$ cat src/rtl/multicycle_control_unit.sv
// Multi-cycle RV32I control FSM: fetch/decode/execute/memory/writeback sequencing with a
// mem_ready wait-state handshake and optional timeout. Define BNE_EN to add bne to the branch state.
module multicycle_control_unit #(
    parameter int unsigned ALU_CTRL_W  = 3,
    parameter int unsigned TIMEOUT_W   = 8,
    parameter int unsigned TIMEOUT_MAX = 0
) (
    input  logic                  clk,
    input  logic                  rst,
    input  logic [6:0]            op,
    input  logic [2:0]            funct3,
    input  logic                  funct7b5,
    input  logic                  Zero,
    input  logic                  mem_ready,
    output logic                  PCWrite,
    output logic                  AdrSrc,
    output logic                  MemWrite,
    output logic                  IRWrite,
    output logic                  RegWrite,
    output logic [1:0]            ResultSrc,
    output logic [1:0]            ALUSrcA,
    output logic [1:0]            ALUSrcB,
    output logic [1:0]            ImmSrc,
    output logic [ALU_CTRL_W-1:0] ALUControl,
    output logic                  instr_done,
    output logic                  illegal_instr,
    output logic                  mem_timeout
);

    typedef enum logic [3:0] {
        StFetch, StDecode, StMemAdr, StMemRead, StMemWb, StMemWrite,
        StExecR, StExecI, StJal, StAluWb, StBeq
    } state_e;

    localparam bit                   TimeoutEn = (TIMEOUT_MAX > 0);
    localparam logic [TIMEOUT_W-1:0] WaitLast  = TIMEOUT_W'(TIMEOUT_MAX - 1);

    state_e               state_q, state_d;
    logic [TIMEOUT_W-1:0] wait_cnt_q, wait_cnt_d;

    logic       is_wait_state;
    logic       timeout;
    logic [1:0] alu_op;
    logic [2:0] alu_ctrl;
    logic       pc_write, mem_write, ir_write, reg_write, done, illegal;

    assign is_wait_state = (state_q inside {StFetch, StMemRead, StMemWrite});
    // mem_ready wins over an expiring counter in the same cycle.
    assign timeout = TimeoutEn && is_wait_state && !mem_ready && (wait_cnt_q == WaitLast);

    always_comb begin
        state_d   = state_q;
        pc_write  = 1'b0;
        mem_write = 1'b0;
        ir_write  = 1'b0;
        reg_write = 1'b0;
        done      = 1'b0;
        illegal   = 1'b0;
        AdrSrc    = 1'b0;
        ResultSrc = 2'b00;
        ALUSrcA   = 2'b00;
        ALUSrcB   = 2'b00;
        alu_op    = 2'b00;
        unique case (state_q)
            StFetch: begin
                ALUSrcB   = 2'b10;
                ResultSrc = 2'b10;
                ir_write  = mem_ready;
                pc_write  = mem_ready;
                if (mem_ready) state_d = StDecode;
            end
            StDecode: begin
                ALUSrcA = 2'b01;
                ALUSrcB = 2'b01;
                unique case (op)
                    7'b0000011, 7'b0100011: state_d = StMemAdr;
                    7'b0110011:             state_d = StExecR;
                    7'b0010011:             state_d = StExecI;
                    7'b1101111:             state_d = StJal;
                    7'b1100011:             state_d = StBeq;
                    default: begin
                        state_d = StFetch;
                        illegal = 1'b1;
                    end
                endcase
            end
            StMemAdr: begin
                ALUSrcA = 2'b10;
                ALUSrcB = 2'b01;
                state_d = op[5] ? StMemWrite : StMemRead;
            end
            StMemRead: begin
                AdrSrc = 1'b1;
                if (mem_ready)    state_d = StMemWb;
                else if (timeout) state_d = StFetch;
            end
            StMemWb: begin
                ResultSrc = 2'b01;
                reg_write = 1'b1;
                done      = 1'b1;
                state_d   = StFetch;
            end
            StMemWrite: begin
                AdrSrc    = 1'b1;
                mem_write = !timeout;
                if (mem_ready) begin
                    done    = 1'b1;
                    state_d = StFetch;
                end else if (timeout) begin
                    state_d = StFetch;
                end
            end
            StExecR: begin
                ALUSrcA = 2'b10;
                alu_op  = 2'b10;
                state_d = StAluWb;
            end
            StExecI: begin
                ALUSrcA = 2'b10;
                ALUSrcB = 2'b01;
                alu_op  = 2'b10;
                state_d = StAluWb;
            end
            StJal: begin
                ALUSrcA  = 2'b01;
                ALUSrcB  = 2'b10;
                pc_write = 1'b1;
                state_d  = StAluWb;
            end
            StAluWb: begin
                reg_write = 1'b1;
                done      = 1'b1;
                state_d   = StFetch;
            end
            StBeq: begin
                ALUSrcA = 2'b10;
                alu_op  = 2'b01;
`ifdef BNE_EN
                pc_write = (funct3 == 3'b001) ? ~Zero : Zero;
`else
                pc_write = Zero;
`endif
                done     = 1'b1;
                state_d  = StFetch;
            end
            default: state_d = StFetch;
        endcase
        if (timeout) state_d = StFetch;
    end

    always_comb begin
        wait_cnt_d = wait_cnt_q;
        if (state_d != state_q || timeout) begin
            wait_cnt_d = '0;
        end else if (is_wait_state && !mem_ready && wait_cnt_q != '1) begin
            wait_cnt_d = wait_cnt_q + 1'b1;
        end
    end

    always_comb begin
        alu_ctrl = 3'b000;
        unique case (alu_op)
            2'b01: alu_ctrl = 3'b001;
            2'b10: begin
                unique case (funct3)
                    3'b000:  alu_ctrl = (op[5] & funct7b5) ? 3'b001 : 3'b000;
                    3'b010:  alu_ctrl = 3'b101;
                    3'b110:  alu_ctrl = 3'b011;
                    3'b111:  alu_ctrl = 3'b010;
                    default: alu_ctrl = 3'b000;
                endcase
            end
            default: alu_ctrl = 3'b000;
        endcase
    end

    always_comb begin
        unique case (op)
            7'b0100011: ImmSrc = 2'b01;
            7'b1100011: ImmSrc = 2'b10;
            7'b1101111: ImmSrc = 2'b11;
            default:    ImmSrc = 2'b00;
        endcase
    end

    assign ALUControl    = ALU_CTRL_W'(alu_ctrl);
    assign PCWrite       = pc_write & ~rst;
    assign MemWrite      = mem_write & ~rst;
    assign IRWrite       = ir_write & ~rst;
    assign RegWrite      = reg_write & ~rst;
    assign instr_done    = done & ~rst;
    assign illegal_instr = illegal & ~rst;
    assign mem_timeout   = timeout & ~rst;

    always_ff @(posedge clk or posedge rst) begin
        if (rst) begin
            state_q    <= StFetch;
            wait_cnt_q <= '0;
        end else begin
            state_q    <= state_d;
            wait_cnt_q <= wait_cnt_d;
        end
    end

endmodule

$ cat config.mk
export PLATFORM = sky130hd
export DESIGN_NAME = multicycle_control_unit
export DESIGN_NICKNAME = d
export VERILOG_FILES = /design/src/rtl/multicycle_control_unit.sv
export SDC_FILE = /design/constraint.sdc
export NUM_CORES = 1
export LEC_CHECK = 0
export BUFFER_PORTS_ARGS = -buffer_cell sky130_fd_sc_hd__buf_2
export CORE_ASPECT_RATIO = 0.9
export CORE_MARGIN = 2
export CORE_UTILIZATION = 30
export DETAILED_ROUTE_END_ITERATION = 6
export GPL_TIMING_DRIVEN = 0
export PLACE_DENSITY = 0.57
export SLEW_MARGIN = 20
export SYNTH_ARGS = -nofsm -noshare
export SYNTH_HDL_FRONTEND = slang
export SYNTH_SLANG_ARGS = --single-unit
$ cat constraint.sdc
create_clock -name clk -period 1.9 [get_ports clk]
set_input_delay 0.19 -clock clk [delete_from_list [all_inputs] [get_ports clk]]
set_output_delay 0.19 -clock clk [all_outputs]
set_load 0.03 [all_outputs]
==> qor.yml <==
run_status:
  status: "finished, final reports clean"
die:
  core_area_um2: 1970
  start_util: 0.326
  rows: 15
  die_w_um: 52.8
  die_y_um: 47.9
  ios: 34
  dieArea_um2: 2530
cts:
  numCtsBuffers: 3
  root_buffer: "clkbuf_4"
  cts.htree.levels: 1
  cts.sinks: 4
  clk_latency_ps: 240
  cts_buffer_depth: 2
  path_clk_slew_ps: 40
  cts_tree: "built"
place:
  numPortBuffers: 32
  hpwl_mm: 1.56
  pre_cts_ws_ps: -223
  place.gp.congestion: 0.814
synth:
  synth_top_area_frac: 0.156
  syn_area_um2: 642
  yosysMostFrequentCell: "nor2_1"
  synth_commonest_cells: "nor2_1, nand2_1, inv_1"
  yosysTopAreaCell: "dfrtp_1"
  synth_edf_count: 0
  synth-simple-area-share: 0.384
  synth_top_family_by_area: "simple AND/OR/NAND/NOR gates"
  yosys_warnings: 0
  synth.area.mux_share: 0.0175
  ys.flop_type: "dfrtp_1"
  syn_avg_cell_area_um2: 6.48
  ys_seq_elements: 4
  synthAdderAreaFrac: 0.0390
  netlist_instances: 99
  yosysSeqAreaShare: 0.156
  synth_xor_xnor_area_share: 0.0273
  ys_types: 34
  synthTopCellsByArea: "dfrtp_1, nor2_1, nand2_1, nand2b_1, inv_1"
  async_flop_share: 1.00
  synth_compound_area_frac: 0.273
  syn-num-nets: 116
route:
  num_vias: 915
  firstDrtPassIters: 4
  drt_iter0_markers: 25
  antenna_left: 0
  remaining_drc_errors: 0
  wire_per_inst_um: 14.0
  vias_per_cell: 5.38
  drt_wl_total_mm: 2.39
setup_path:
  cp_top_family: "flip-flops"
  cp_max_fo: 5
  critPathMostFrequentCell: "inv_2"
  end_kind: "output port"
  required_ps: 1710
  reg2reg_depth: 4
  reg2reg_slack_ps: 340
  worstPathCellList: "inv_2 > nor2_4 > nand2_1 > inv_2 > ha_4 > nor4_4 > buf_6"
  critPathBufInv: 3
  r2r_end: "state_q[0]"
  critPathLaunchType: "register"
  critPathKind: "reg2out"
  crit_arrival_ps: 1680
  rr_startpoint: "state_q[1]"
  crit_path_max_incr_delay_ps: 450
  cp_slowest_cell: "dfrtp_2"
finish:
  top_register: "state_q"
  final_util: 0.542
  fill_cells: 188
  antenna_cells: 0
  drive_gt1_frac: 0.497
  largest_reg_flops: 4
  largest_registers: "state_q: 4 flops"
  syn_to_final_growth_pct: 66.3
  finalNetCount: 164
sta:
  hold_viol: 0
  tns_ps: 0
  finClkSkew_ps: 4.86
  max_freq_mhz: 535
  rsz0062_at_grt: "yes"
  drv_slew: 0
  layout_setup_ws_ps: 31.9
  finalCriticalPeriod_ps: 1870
  fin_crit_sh: 0.983
  setup_viol: 0
run:
  drv_cap: 0
min_path:
  hp-class: "in2reg"
  hold_depth: 4
  worstHoldEndpoint: "state_q[1]"
  hp-start: "op[6]"
power:
  ir_drop_mv: 0.557
  p_per_area_nw_per_um2: 923
  report.power.total_mw: 0.985
  p_leak_nw: 0.507
global_routing:
  grt_usage: 0.179
  antenna_found_initial: 0
  grt_start_max_net_pins: 11
  grt.overflow.total: 0
  grt_pass1_vias: 739
  grt_pass1_wl_mm: 3.30
==> worst max path at each step <==
stage	start	endpoint	slack [ps]	cells past startpoint
2_1_floorplan	state_q[3]	ALUControl[2]	-190	7
3_3_place_gp	state_q[3]	ALUControl[2]	-210	8
3_5_place_dp	state_q[3]	ALUControl[2]	-220	8
4_1_cts	state_q[1]	ALUControl[2]	4	5
5_1_grt	state_q[2]	ALUControl[2]	-30	7
6_report	state_q[2]	ALUControl[2]	30	7
==> logic make-up (layout without fill, tap and decap cells) <==
| family | count (synthesis) | after routing |
|---|---|---|
| buffers and inverters | 15 | 61 |
| AO/OA/AOI/OAI | 25 | 25 |
| XOR/XNOR | 2 | 2 |
| flip-flops | 4 | 4 |
| other | 1 | 1 |
| AND/OR/NAND/NOR | 49 | 49 |
| multiplexers | 1 | 1 |
| adder cells (fa/ha/maj) | 2 | 2 |
==> area by class of cell <==
class,count,area [µm²],area share
Buffer,6,46.3,0.0434
Clock buffer,3,22.5,0.0211
Inverter,8,30.0,0.0281
Multi-Input combinational cell,80,552,0.517
Sequential cell,4,104,0.0973
Tap cell,25,31.3,0.0293
Timing Repair Buffer,44,282,0.264
==> metrics by stage <==
stage | area [µm²] | hold slack [ps] | std cells
6_report | 1070 | 286 | 170
5_1_grt | 1070 | 303 | 170
4_1_cts | 976 | 286 | 166
3_5_place_dp | 850 | 165 | 156
3_3_place_gp | 850 | 163 | 156
2_1_floorplan | 658 | -28.3 | 99
==> power breakdown <==
part | total, mW | internal [mW] | switching [mW]
clock network | 0.109 | 0.0709 | 0.0382
registers | 0.119 | 0.102 | 0.0172
logic | 0.757 | 0.320 | 0.437
==> tightest hold or removal path, cell delays in order <==
cell      delay (ps)
buf_2            120
nand2_1           50
nand2_1           60
a211oi_1          60
==> per-layer routing <==
metal,up-vias,track usage,part of all wire
met1,423,0.234,0.39
met2,41,0.305,0.52
met3,7,0.0375,0.070
met4,0,0.0462,0.020
met5,-,0,0
li1,444,-,-
==> layout by cell type, fill, tap and decap left out, types with 2 or more instances in the layout <==
cell type / instances
dfrtp_2: 3
o31a_1: 2
a21oi_1: 5
inv_2: 2
clkbuf_4: 3
buf_6: 3
nand3_1: 4
buf_2: 27
and3_1: 3
a211oi_1: 3
buf_4: 16
a31oi_1: 2
nor2_4: 2
o22ai_1: 4
nor4_1: 2
inv_1: 6
nand2_1: 10
nand2b_1: 5
nor2_1: 10
nor3_2: 2
o21ai_0: 4
==> repair_timing <==
item	CTS	global route
endpoints found under the setup margin	6	6
gates cloned	0	0
pin swaps	3	2
resized for setup	13	21
hold endpoints to repair	4	0
hold buffers	1	0
setup buffers	7	4
Note: power is estimated with default switching activity, not from simulation.
